[src/rtl/reg_file_sb_if.sv]
// reg_file_sb_if: read, commit and issue bundle for reg_file_sb.
// master = decode/commit side, slave = register file.
interface reg_file_sb_if #(
  parameter int XLEN = 32,
  parameter int AW   = 5,
  parameter int NRD  = 2
);
  logic [NRD*AW-1:0]   rd_addr;
  logic [NRD*XLEN-1:0] rd_data;
  logic [NRD-1:0]      rd_pending;
  logic [NRD-1:0]      rd_use;
  logic                hazard;
  logic                wen;
  logic [AW-1:0]       wr_addr;
  logic [XLEN-1:0]     wr_data;
  logic                iss_valid;
  logic [AW-1:0]       iss_addr;
  logic [AW:0]         pend_count;

  modport master (
    output rd_addr, rd_use, wen, wr_addr,
    output wr_data, iss_valid, iss_addr,
    input  rd_data, rd_pending, hazard,
    input  pend_count
  );

  modport slave (
    input  rd_addr, rd_use, wen, wr_addr,
    input  wr_data, iss_valid, iss_addr,
    output rd_data, rd_pending, hazard,
    output pend_count
  );
endinterface

[src/rtl/reg_file_sb.sv]
// reg_file_sb: NRD-read / 1-write register file with pending scoreboard.
// Ports: clk, arst (sync active-low), bus (reg_file_sb_if.slave).
// Macro REGFILE_BYPASS_EN: same-cycle write-through on read ports.
module reg_file_sb #(
  parameter int XLEN  = 32,
  parameter int NREGS = 32,
  parameter int AW    = 5,
  parameter int NRD   = 2
) (
  input  logic         clk,
  input  logic         arst,
  reg_file_sb_if.slave bus
);

  logic [XLEN-1:0]  regs_q [NREGS];
  logic [NREGS-1:0] pend_q, pend_d;
  logic [AW:0]      cnt_q, cnt_d;

  logic wv, iv, same, clr, set;

  logic [NRD*XLEN-1:0] rd_data_c;
  logic [NRD-1:0]      rd_pend_c;

  always_comb begin
    wv   = bus.wen && (bus.wr_addr != '0);
    iv   = bus.iss_valid && (bus.iss_addr != '0);
    same = wv && iv && (bus.wr_addr == bus.iss_addr);
    // a same-address issue wins over the commit,
    // so that bit never falls
    clr  = wv && pend_q[bus.wr_addr] && !same;
    set  = iv && !pend_q[bus.iss_addr];
  end

  always_comb begin
    pend_d = pend_q;
    if (wv) pend_d[bus.wr_addr] = 1'b0;
    if (iv) pend_d[bus.iss_addr] = 1'b1;
  end

  always_comb begin
    cnt_d = cnt_q;
    if (set && !clr) begin
      if (cnt_q != (AW+1)'(NREGS-1))
        cnt_d = cnt_q + (AW+1)'(1);
    end else if (clr && !set) begin
      if (cnt_q != '0)
        cnt_d = cnt_q - (AW+1)'(1);
    end
  end

  always_ff @(posedge clk) begin
    if (!arst) begin
      for (int i = 0; i < NREGS; i++)
        regs_q[i] <= '0;
      pend_q <= '0;
      cnt_q  <= '0;
    end else begin
      if (wv) regs_q[bus.wr_addr] <= bus.wr_data;
      pend_q <= pend_d;
      cnt_q  <= cnt_d;
    end
  end

  for (genvar k = 0; k < NRD; k++) begin : g_rd
    logic [AW-1:0]   a;
    logic [XLEN-1:0] d;
    logic            p;

    assign a = bus.rd_addr[k*AW +: AW];

    always_comb begin
      d = (a == '0) ? '0 : regs_q[a];
      p = pend_q[a];
`ifdef REGFILE_BYPASS_EN
      if (wv && (a == bus.wr_addr)) begin
        d = bus.wr_data;
        if (!same) p = 1'b0;
      end
`endif
    end

    assign rd_data_c[k*XLEN +: XLEN] = d;
    assign rd_pend_c[k] = p;
  end

  assign bus.rd_data    = rd_data_c;
  assign bus.rd_pending = rd_pend_c;
  assign bus.hazard     = |(rd_pend_c & bus.rd_use);
  assign bus.pend_count = cnt_q;

endmodule

[src/flat_wrapper.sv]
// flat-port wrapper written by rule: the top's interface ports become plain ports
module reg_file_sb_flat 
#(
  parameter int XLEN  = 32,
  parameter int NREGS = 32,
  parameter int AW    = 5,
  parameter int NRD   = 2
)
  (clk, arst, bus_rd_addr, bus_rd_use, bus_wen, bus_wr_addr, bus_wr_data, bus_iss_valid, bus_iss_addr, bus_rd_data, bus_rd_pending, bus_hazard, bus_pend_count);
  reg_file_sb_if #(.XLEN(XLEN), .AW(AW), .NRD(NRD)) bus_i ();
  input  logic clk;
  input  logic arst;
  input wire logic [$bits(bus_i.rd_addr)-1:0] bus_rd_addr;
  input wire logic [$bits(bus_i.rd_use)-1:0] bus_rd_use;
  input wire logic [$bits(bus_i.wen)-1:0] bus_wen;
  input wire logic [$bits(bus_i.wr_addr)-1:0] bus_wr_addr;
  input wire logic [$bits(bus_i.wr_data)-1:0] bus_wr_data;
  input wire logic [$bits(bus_i.iss_valid)-1:0] bus_iss_valid;
  input wire logic [$bits(bus_i.iss_addr)-1:0] bus_iss_addr;
  output wire logic [$bits(bus_i.rd_data)-1:0] bus_rd_data;
  output wire logic [$bits(bus_i.rd_pending)-1:0] bus_rd_pending;
  output wire logic [$bits(bus_i.hazard)-1:0] bus_hazard;
  output wire logic [$bits(bus_i.pend_count)-1:0] bus_pend_count;
  assign bus_i.rd_addr = bus_rd_addr;
  assign bus_i.rd_use = bus_rd_use;
  assign bus_i.wen = bus_wen;
  assign bus_i.wr_addr = bus_wr_addr;
  assign bus_i.wr_data = bus_wr_data;
  assign bus_i.iss_valid = bus_iss_valid;
  assign bus_i.iss_addr = bus_iss_addr;
  assign bus_rd_data = bus_i.rd_data;
  assign bus_rd_pending = bus_i.rd_pending;
  assign bus_hazard = bus_i.hazard;
  assign bus_pend_count = bus_i.pend_count;
  reg_file_sb #(.XLEN(XLEN), .NREGS(NREGS), .AW(AW), .NRD(NRD)) u_core (.clk(clk), .arst(arst), .bus(bus_i));
endmodule
[config.mk]
export PLATFORM = sky130hd
export DESIGN_NAME = reg_file_sb_flat
export DESIGN_NICKNAME = d
export VERILOG_FILES = /design/src/rtl/reg_file_sb_if.sv /design/src/rtl/reg_file_sb.sv /design/src/flat_wrapper.sv
export SDC_FILE = /design/constraint.sdc
export NUM_CORES = 2
export LEC_CHECK = 0
export CAP_MARGIN = 20
export CORE_UTILIZATION = 68
export DETAILED_ROUTE_END_ITERATION = 6
export HOLD_SLACK_MARGIN = 0.08
export PLACE_DENSITY = 0.86
export SYNTH_ARGS = -nofsm -noshare
export SYNTH_HDL_FRONTEND = slang
export SYNTH_SLANG_ARGS = --single-unit
[constraint.sdc]
create_clock -name clk -period 6.99 [get_ports clk]
set_input_delay 1.0485 -clock clk [delete_from_list [all_inputs] [get_ports clk]]
set_output_delay 1.0485 -clock clk [all_outputs]
set_load 0.01 [all_outputs]
==> summary.txt <==
CTS
  – Post-cts resize count: 0
  – Max Root-Sink Buffers: 3
  – Hold buffers post-CTS: 0
  – CTS tree: done
  – Reg clk slew, reported paths: ~0.060 ns
  – Total CTS buffers: roughly 110
  – Post-CTS setup buffers: 0
  – # H-tree levels: 3
  – TritonCTS Sinks: approximately 1,100
  – Worst skew pair latency: between 0.6 and 0.7 ns
  – Root Buffer: clkbuf_16

Detailed routing
  – DR vias/cell: ~8.0
  – First-pass DRT Iterations: 6
  – WL/cell: roughly 41 microns
  – Initial drt markers: approximately 7,200
  – Final wirelength: 191,000 microns
  – Antenna viol nets, final: 0
  – DRC: 0
  – Via Count: around 37,000

Global route
  – M2 GR Usage: between 60% and 70%
  – Grt met3 use: ~17%
  – Initial antenna violation count: 19
  – Largest net degree at the start of global routing: 119
  – Met1 usage: between 50% and 60%
  – First-pass GRT wire length: ~270,000 microns
  – Gr busiest metal: met2
  – GR Overflow Total: 0
  – Vias in the first global route: approximately 38,000
  – GRT Total Usage: about 46%

Timing
  – RSZ-0062 raised after global routing: false
  – Rel. slew slack: 11.7%
  – FMAX: roughly 180 MHz
  – Final hold slack: between 0.5 and 0.6 ns
  – Final Max Slew Viols: 0
  – Setup TNS Final: 0 ns
  – Clk_skew: 0.0103 ns
  – Fin. Hold Viols: 0
  – Tmin final: 5.66 ns
  – Setup violators final: 0
  – Worst-margin pin slew: 1.32 ns
  – Final period util: about four fifths

Cells and area
  – Non-Filler Instances: 4,678
  – Synth-to-Final Area Change: 11.3%
  – Most common cell after layout, fill and taps aside: edfxtp_1
  – FILL cells: ~4,200
  – Most frequent cells in the layout: edfxtp_1 (1,024), and2_1 (993), mux4_2 (662)
  – NumNets Final: 3,581
  – Share of layout cells above drive strength 1: ~28%

Synthesis
  – Synth area leader: edfxtp_1
  – Mapped Area: ~57,000 sq um
  – Register area share after synthesis: between 50 and 60%
  – Synth warn: 0
  – Syn Inst Count: 3,510
  – Yosys top cell area share: 54.1%
  – Post-synthesis register bit count: roughly 1,100
  – Area contributors post-synth: edfxtp_1 (54%), mux4_2 (26%), and2_1 (11%)
  – Synth Area per Inst: ~16 sq um
  – Post-synth top flop: edfxtp_1
  – Synth async-reset ratio: 0%
  – Post-synth EDFFs: between 1,000 and 1,500
  – Synth cell types: 53

Power
  – VDD IR max: approximately 0.31 mV
  – LEAKAGE: 21.4 nW
  – Power density cells: approximately 240 nW/um^2
  – Final Total Pwr: roughly 15 mW

Place
  – I/O Buffers: 130
  – Post-DP HPWL: between 100,000 and 150,000 microns
  – Cells after DPL: 4,477
  – GPL Wtd Cong: between 0.9 and 1

Floorplan
  – # rows: 105
  – Boundary Pins: approximately 130
  – Initial Utilization: about 69%
  – Overall die area: 84,800 sq um
  – Die Ht: between 200 and 300 microns
  – Core area: approximately 82,000 sq um
  – Die width: between 200 and 300 microns

Hold path
  – Hold WC Path Type: flip-flop to flip-flop

Critical path
  – Setup crit start kind: input pin
  – Critical path type: input pin to output port
  – Worst-path fanout max: 118
  – Critical path data required time: a little under 6 ns
  – Setup crit end kind: output port
  – Crit path DAT: approximately 4.6 ns

Status
  – Status: complete, no violations

Flow run
  – Number of max-cap violations: 0
## cells in the mapped netlist, drive strengths merged (2+ instances only)
cell       n
mux2i     87
nor2     102
mux4     666
nor3       4
o21ai     41
edfxtp  1024
o22ai     27
ha         4
dfxtp     38
xor2       4
or3b       3
nand2b     2
nor2b      5
nand4      5
or2        7
mux2       2
nand3     15
a21oi     12
buf       95
o32ai      4
a21o       2
inv       30
xnor2      4
nor3b      2
o211ai     2
or4        3
and2     993
nand3b     3
nand2     21
clkbuf   287
## path summary, 6_finish.rpt
path	cells past startpoint	endpoint	slack (ns)	startpoint
hold / removal	2	u_core.pend_q[15]	0.52	u_core.pend_q[15]
hold reg to reg	2	u_core.pend_q[15]	0.52	u_core.pend_q[15]
setup / recovery	7	bus_rd_data[22]	1.33	bus_rd_addr[1]
setup reg to reg	12	u_core.bus.pend_count[5]	3.52	u_core.pend_q[13]
## critical path, cell delays in order
cell and delay (ns):
buf_8 0.75, buf_4 0.49, mux4_2 0.36, mux4_2 0.49
mux2i_1 0.65, nor2_1 0.10, clkdlybuf4s50_1 0.51
## power by group
group | switching, mW | internal [mW] | total, mW
Combinational | 1.14 | 1.00 | 2.14
Sequential | 0.224 | 7.34 | 7.56
Clock | 2.47 | 3.21 | 5.68
Total | 3.83 | 11.5 | 15.4
## through the flow
| stage | instance area [sq um] | setup slack (ns) | utilization (%) |
|---|---|---|---|
| detailed placement | 59800 | 1.52 | 72.6 |
| CTS | 63200 | 1.50 | 76.7 |
| global route | 63300 | 1.26 | 76.8 |
| finish | 63300 | 1.33 | 76.8 |
| global placement | 59800 | 1.53 | 72.6 |
| floorplan | 57000 | 2.12 | - |
## cell families (layout without fill, tap and decap cells)
kind of cell / after synthesis / after routing / share of synthesized area [%]
adder cells (fa/ha/maj): 5 / 5 / 0.123
multiplexers: 755 / 755 / 28.0
buffers and inverters: 412 / 467 / 2.94
AO/OA/AOI/OAI: 98 / 98 / 1.05
XOR/XNOR: 8 / 8 / 0.123
flip-flops: 1062 / 1062 / 55.4
other: 1 / 44 / 0.00660
AND/OR/NAND/NOR: 1169 / 1169 / 12.4
## metal layers
| metal | share of wire (%) | wire length [microns] |
|---|---|---|
| met5 | 0.029 | 55 |
| met4 | 8.7 | 16700 |
| met3 | 17 | 33000 |
| met2 | 45 | 86000 |
| met1 | 29 | 55600 |
## layout make-up
cell class                      count  area [sq um]  share of cell area (%)
Antenna cell                       12          30.0                  0.0475
Clock buffer                      128          2780                    4.39
Clock inverter                     57           566                   0.894
Inverter                           30           113                   0.178
Multi-Input combinational cell   2067         24400                    38.5
Sequential cell                  1062         31500                    49.8
Tap cell                         1070          1340                    2.12
Timing Repair Buffer              252          2570                    4.06
## flip-flops by register name, summed over array words and instances, names as in the netlist
register               cells
u_core.regs_q           1024
u_core.bus.pend_count      6
u_core.pend_q             32
Note: power is estimated with default switching activity, not from simulation.
